<file path="config.mk">
export PLATFORM = sky130hd
export DESIGN_NAME = class_mem_arb_rr
export DESIGN_NICKNAME = d
export VERILOG_FILES = /design/src/rtl/class_mem_arb_rr.sv
export SDC_FILE = /design/constraint.sdc
export NUM_CORES = 1
export LEC_CHECK = 0
export ABC_AREA = 1
export ABC_CLOCK_PERIOD_IN_PS = 4100
export BUFFER_PORTS_ARGS = -buffer_cell sky130_fd_sc_hd__buf_2
export CORE_AREA = 2 2 205 207
export DETAILED_ROUTE_END_ITERATION = 8
export DIE_AREA = 0 0 207 209
export PLACE_DENSITY = 0.52
export SKIP_LAST_GASP = 1
export SLEW_MARGIN = 15
export SYNTH_ARGS = -nofsm -noshare
export SYNTH_HDL_FRONTEND = slang
export SYNTH_SLANG_ARGS = --single-unit
</file>
<file path="constraint.sdc">
create_clock -name clk -period 4.1 [get_ports clk]
set_input_delay 0.205 -clock clk [delete_from_list [all_inputs] [get_ports clk]]
set_output_delay 0.205 -clock clk [all_outputs]
set_load 0.01 [all_outputs]
</file>
<file path="src/rtl/class_mem_arb_rr.sv">
// Round-robin arbiter that grants NCLIENT word-wide clients onto one
// single-port synchronous RAM line, with one transaction in flight at a time.
module class_mem_arb_rr #(
    parameter int NCLIENT = 4,
    parameter int AW      = 13,
    parameter int DW      = 128,
    parameter int WW      = 32,
    parameter int CAW     = 17,
    parameter int RD_LAT  = 3
) (
    input  logic                   clk,
    input  logic                   rst,
    input  logic [NCLIENT-1:0]     req,
    input  logic [NCLIENT-1:0]     wr,
    input  logic [NCLIENT*CAW-1:0] addr,
    input  logic [NCLIENT*WW-1:0]  wdata,
    output logic [NCLIENT-1:0]     ack,
    output logic [WW-1:0]          rdata,
    output logic                   busy,
    output logic                   mem_en,
    output logic                   mem_we,
    output logic [DW/WW-1:0]       mem_wen,
    output logic [AW-1:0]          mem_addr,
    output logic [DW-1:0]          mem_wdata,
    input  logic [DW-1:0]          mem_rdata,
    output logic [1:0]             dbg_state_o
);
    localparam int NL = DW / WW;
    localparam int LB = $clog2(DW / 8);
    localparam int LW = (NL > 1) ? $clog2(NL) : 1;
    localparam int IW = (NCLIENT > 1) ? $clog2(NCLIENT) : 1;
    localparam int CW = 3;

    // Handshake: a client holds req (with wr/addr/wdata stable) until it sees
    // a one-cycle ack; rdata is meaningful only in that ack cycle.
    typedef enum logic [1:0] {
        IDLE  = 2'd0,
        ISSUE = 2'd1,
        WAIT  = 2'd2,
        ACK   = 2'd3
    } state_e;

    state_e         state_q, state_d;
    logic [IW-1:0]  ptr_q, ptr_d;
    logic [IW-1:0]  win_q, win_d;
    logic           wr_q, wr_d;
    logic [LW-1:0]  lane_q, lane_d;
    logic [CW-1:0]  cnt_q, cnt_d;
    logic [WW-1:0]  rdata_q, rdata_d;
    logic [AW-1:0]  mem_addr_q, mem_addr_d;
    logic [DW-1:0]  mem_wdata_q, mem_wdata_d;

    logic [CAW-1:0] addr_a  [NCLIENT];
    logic [WW-1:0]  wdata_a [NCLIENT];
    logic           gnt_any;
    logic [IW-1:0]  gnt_id;
    logic [IW-1:0]  cand;
    logic [CAW-1:0] gnt_addr;
    logic [LW-1:0]  gnt_lane;
    logic [AW-1:0]  gnt_line;

    always_comb begin
        for (int i = 0; i < NCLIENT; i++) begin
            addr_a[i]  = addr[i*CAW +: CAW];
            wdata_a[i] = wdata[i*WW +: WW];
        end
    end

    // First requester at or above the pointer, wrapping around.
    always_comb begin
        gnt_any = 1'b0;
        gnt_id  = '0;
        cand    = '0;
        for (int i = 0; i < NCLIENT; i++) begin
            cand = IW'((int'(ptr_q) + i) % NCLIENT);
            if (!gnt_any && req[cand]) begin
                gnt_any = 1'b1;
                gnt_id  = cand;
            end
        end
    end

    // Byte-address decode: bits [1:0] dropped, lane below the line offset.
    always_comb begin
        gnt_addr = addr_a[gnt_id];
        gnt_lane = LW'((gnt_addr >> 2) % NL);
        gnt_line = AW'(gnt_addr >> LB);
    end

    always_comb begin
        state_d     = state_q;
        ptr_d       = ptr_q;
        win_d       = win_q;
        wr_d        = wr_q;
        lane_d      = lane_q;
        cnt_d       = cnt_q;
        rdata_d     = rdata_q;
        mem_addr_d  = mem_addr_q;
        mem_wdata_d = mem_wdata_q;
        case (state_q)
            IDLE: begin
                if (gnt_any) begin
                    win_d      = gnt_id;
                    wr_d       = wr[gnt_id];
                    lane_d     = gnt_lane;
                    mem_addr_d = gnt_line;
                    if (wr[gnt_id]) begin
                        mem_wdata_d = {NL{wdata_a[gnt_id]}};
                    end
                    ptr_d   = (gnt_id == IW'(NCLIENT - 1)) ? '0 : gnt_id + 1'b1;
                    state_d = ISSUE;
                end
            end
            ISSUE: begin
                if (wr_q) begin
                    state_d = ACK;
                end else begin
                    cnt_d   = CW'(RD_LAT);
                    state_d = WAIT;
                end
            end
            WAIT: begin
                cnt_d = cnt_q - 1'b1;
                if (cnt_q == CW'(1)) begin
                    rdata_d = mem_rdata[lane_q*WW +: WW];
                    state_d = ACK;
                end
            end
            ACK: begin
                rdata_d = '0;
                state_d = IDLE;
            end
            default: state_d = IDLE;
        endcase
    end

    always_ff @(posedge clk) begin
        if (rst) begin
            state_q     <= IDLE;
            ptr_q       <= '0;
            win_q       <= '0;
            wr_q        <= 1'b0;
            lane_q      <= '0;
            cnt_q       <= '0;
            rdata_q     <= '0;
            mem_addr_q  <= '0;
            mem_wdata_q <= '0;
        end else begin
            state_q     <= state_d;
            ptr_q       <= ptr_d;
            win_q       <= win_d;
            wr_q        <= wr_d;
            lane_q      <= lane_d;
            cnt_q       <= cnt_d;
            rdata_q     <= rdata_d;
            mem_addr_q  <= mem_addr_d;
            mem_wdata_q <= mem_wdata_d;
        end
    end

    // Memory strobes exist only in ISSUE; address and data simply hold.
    always_comb begin
        mem_en  = (state_q == ISSUE);
        mem_we  = mem_en & wr_q;
        mem_wen = '0;
        if (mem_we) begin
            mem_wen[lane_q] = 1'b1;
        end
        ack = '0;
        if (state_q == ACK) begin
            ack[win_q] = 1'b1;
        end
    end

    assign rdata       = rdata_q;
    assign busy        = (state_q != IDLE);
    assign mem_addr    = mem_addr_q;
    assign mem_wdata   = mem_wdata_q;
    assign dbg_state_o = state_q;

endmodule

</file>
==> run_results.csv <==
group,metric,value,unit
outcome,status,"finished clean",
synth,top_area_cell_type_share_of_the_netlist_area,22.6,%
floorplanning,top_level_ports,520,
floorplanning,die_height,209,µm
layout,drive_gt1_share,35.4,%
cts,clock_tree.root_cell,"sky130_fd_sc_hd__clkbuf_16",
setup_path,worst_setup_path_start_kind,"flop",
timing,timing_hold_violations_final,0,
global_route,gr-usage-all-layers,14.4,%
synth,synth_area_leaders,"sky130_fd_sc_hd__dfxtp_1 23%, sky130_fd_sc_hd__nand2_1 13%, sky130_fd_sc_hd__nand3_1 12%",
cts,clockBufferDepth,2,
floorplanning,die_width,207,µm
power,power_leakage,6.11,nW
cts,clock_insertion_delay_worst_skew,370,ps
cts,cts_resized,0,
placed_design,dpl-instance-area,10100,µm²
min_path,worst_hold_path_type,"primary input to flop",
cts,cts_tree,"yes",
floorplanning,design.die.area,43300,µm²
setup_path,regToRegEndpoint,"wr_q",
routing,vias,9580,
placed_design,gp_routability_congestion,0.849,
power,power-per-cell-area,751,nW/µm²
global_route,grt_max_degree,67,
setup_path,timing.critical_path.fanout_max,49,
synth,synthArstFlopShare,0,%
routing,drtIter0Drc,863,
placed_design,placed_cells_incl_taps,2197,
routing,vias_per_cell,4.33,
setup_path,endpoint_kind,"flop",
synth,cell_type_contributing_the_most_total_cell_area_after_synthesis,"sky130_fd_sc_hd__dfxtp_1",
timing,timing.fmax,322,MHz
global_route,vias_in_the_first_global_route,8924,
cts,cts_setup_buffers,0,
synth,yosys_warnings,0,
synth,syn-instance-count,1322,
power,worst_ir_drop_vdd,0.370,mV
synth,postSynth.topFlopCell,"sky130_fd_sc_hd__dfxtp_1",
setup_path,required_worst_endpoint,4370,ps
synth,synth_cell_type_count,33,
setup_path,timing.critical_path.from,"ptr_q[0]",
cts,cts-buffers-inserted,9,
setup_path,rrSetupSlack,1000,ps
timing,finalWorstSetupSlack,995,ps
timing,finClkSkew,9.79,ps
synth,syn_nets,1662,
global_route,grt_antenna_before_repair,4,
timing,min_period_over_period,75.7,%
placed_design,port-buffer-count,511,
cts,clk_pin_slew,70,ps
min_path,timing.hold.worst.start,"addr[38]",
global_route,global_route.overflow_total,0,
floorplanning,initial_core_util,19.1,%
setup_path,reg2reg_from,"ptr_q[0]",
layout,fin_cells,2213,
timing,period_minus_slack,3100,ps
cts,holdBufCountCts,0,
timing,worst_slew_pin_slew,1120,ps
timing,worst_slew_margin_rel,25.1,%
routing,drt_drc_violations_left,0,
routing,route.final.wire_length,32300,µm
flow_run,timing.max_cap.violations,0,
synth,ys_seq_elements,89,
cts,tritoncts_num_sinks,89,
setup_path,criticalPathCategory,"flop to flop",
floorplanning,floorplan.rows,75,
setup_path,arrival_time_reported_for_the_critical_path_endpoint,3370,ps
layout,net_total_in_the_final_layout,2009,
global_route,grt_first_pass_wirelength,49300,µm
timing,rsz0062_at_grt,"no",
synth,postSynthAreaPerCell,5.96,µm²
layout,n_antenna_cell,0,
layout,flow.area_growth_from_synthesis,31.9,%
layout,final_cell_area,10400,µm²
synth,synth_seq_area_share,22.6,%
synth,area_of_the_mapped_netlist,7870,µm²
timing,final-max-slew-violation-count,0,
timing,fin_tns_setup,0,ps
routing,post_detailed_route_wirelength_per_cell,14.6,µm
timing,setup_viol,0,
setup_path,timing.critical_path.to,"wr_q",
placed_design,detailed_place_hpwl,24900,µm
routing,route.antenna.remaining_nets,0,
min_path,worst_hold_path.num_cells,5,
synth,synth-edff-count,0,
cts,ctsHtreeMaxLevel,3,
routing,drt-pass1-iter-count,5,
floorplanning,core_region_area,41300,µm²
placed_design,placement.setup.worst_slack,965,ps
setup_path,r2r.worst_path.cells,15,
==> per-layer routing <==
layer  share of wire, %  wire (µm)  vias to the layer above  global-route usage [%]
met2                 48      15500                      421                    24.9
met1                 42      13700                     4272                    17.2
met3                6.7       2180                       46                    3.67
li1                   -          -                     4837                       -
met5              0.093         30                        -                       0
met4                2.7        886                        4                    5.32
==> layout by cell type (no fill, tap or decap), drive strengths merged, types with 9 or more instances in the layout <==
| master | instances |
|---|---|
| clkbuf | 9 |
| inv | 223 |
| nand4 | 66 |
| nor2 | 97 |
| o21ai | 23 |
| a22oi | 32 |
| o211ai | 14 |
| nand2 | 278 |
| dfxtp | 89 |
| a21oi | 72 |
| buf | 528 |
| nand3 | 217 |
==> worst min path at each step <==
| stage | to | slack [ps] |
|---|---|---|
| 3_3_place_gp | cnt_q[2] | 440 |
| 2_1_floorplan | cnt_q[2] | 420 |
| 6_report | mem_addr[0] | 170 |
| 4_1_cts | mem_addr[6] | 140 |
| 5_1_grt | mem_addr[10] | 190 |
| 3_5_place_dp | cnt_q[2] | 450 |
==> kinds of logic (layout without fill, tap and decap cells) <==
group                    after synthesis  count (layout)  synth area share [%]
AND/OR/NAND/NOR                      666             666                  39.6
flip-flops                            89              89                  22.6
XOR/XNOR                               1               1                 0.111
buffers and inverters                413             765                  25.6
AO/OA/AOI/OAI                        147             147                  11.1
adder cells (fa/ha/maj)                6               6                 0.953
==> per-stage QoR <==
stage	power, mW	hold WS, ps	utilization [%]
after floorplan	5.65	423	-
after global placement	6.96	442	24.4
after detailed placement	7.01	447	24.4
after CTS	7.98	135	25.2
after global routing	8.67	191	25.2
final	7.80	173	25.2
==> flip-flops by register name, indices dropped and copies added (netlist names) <==
register,count
dbg_state_o,2
wr_q,1
ptr_q,2
mem_addr,13
lane_q,2
mem_wdata,32
cnt_q,3
win_q,2
rdata,32
==> Yosys cell counts (6+ instances only) <==
library cell               instances
sky130_fd_sc_hd__inv_1           212
sky130_fd_sc_hd__dfxtp_1          89
sky130_fd_sc_hd__buf_6             8
sky130_fd_sc_hd__nand3_2          21
sky130_fd_sc_hd__buf_4           100
sky130_fd_sc_hd__nand4_1          66
sky130_fd_sc_hd__o21ai_0          21
sky130_fd_sc_hd__o211ai_1         14
sky130_fd_sc_hd__ha_1              6
sky130_fd_sc_hd__buf_2            23
sky130_fd_sc_hd__inv_2             7
sky130_fd_sc_hd__a22oi_1          32
sky130_fd_sc_hd__nand3_1         195
sky130_fd_sc_hd__clkbuf_1         49
sky130_fd_sc_hd__nor3_1            7
sky130_fd_sc_hd__nand2_1         268
sky130_fd_sc_hd__nor2_1           95
sky130_fd_sc_hd__nand2_2           8
sky130_fd_sc_hd__a21oi_1          71
sky130_fd_sc_hd__buf_1            12
==> worst max-delay path: stages (launching register included) <==
cell	delay [ps]
sky130_fd_sc_hd__dfxtp_1	610
sky130_fd_sc_hd__inv_6	90
sky130_fd_sc_hd__nand2_2	100
sky130_fd_sc_hd__nand2_4	70
sky130_fd_sc_hd__nand2_2	60
sky130_fd_sc_hd__nand2_1	80
sky130_fd_sc_hd__nor2_4	160
sky130_fd_sc_hd__nand3_4	300
sky130_fd_sc_hd__buf_4	410
sky130_fd_sc_hd__nand4_1	170
sky130_fd_sc_hd__nand2_1	90
sky130_fd_sc_hd__nand2_2	60
sky130_fd_sc_hd__buf_4	380
sky130_fd_sc_hd__nand2_1	140
sky130_fd_sc_hd__o21ai_1	180
sky130_fd_sc_hd__inv_2	30
==> final cells by class <==
class	count	area [µm²]
multi-input combinational	820	4090
tap	539	674
clock inverter	7	83.8
sequential	89	1780
fill	4744	30900
inverter	221	835
timing repair buffer	528	2700
clock buffer	9	225
==> power by group <==
part	switching, mW	internal (mW)	leakage (nW)
Combinational	3.64	1.87	5.23
Clock	0.418	0.486	0.154
Sequential	0.236	1.15	0.732
No activity file was read; power rests on OpenSTA's default activity.
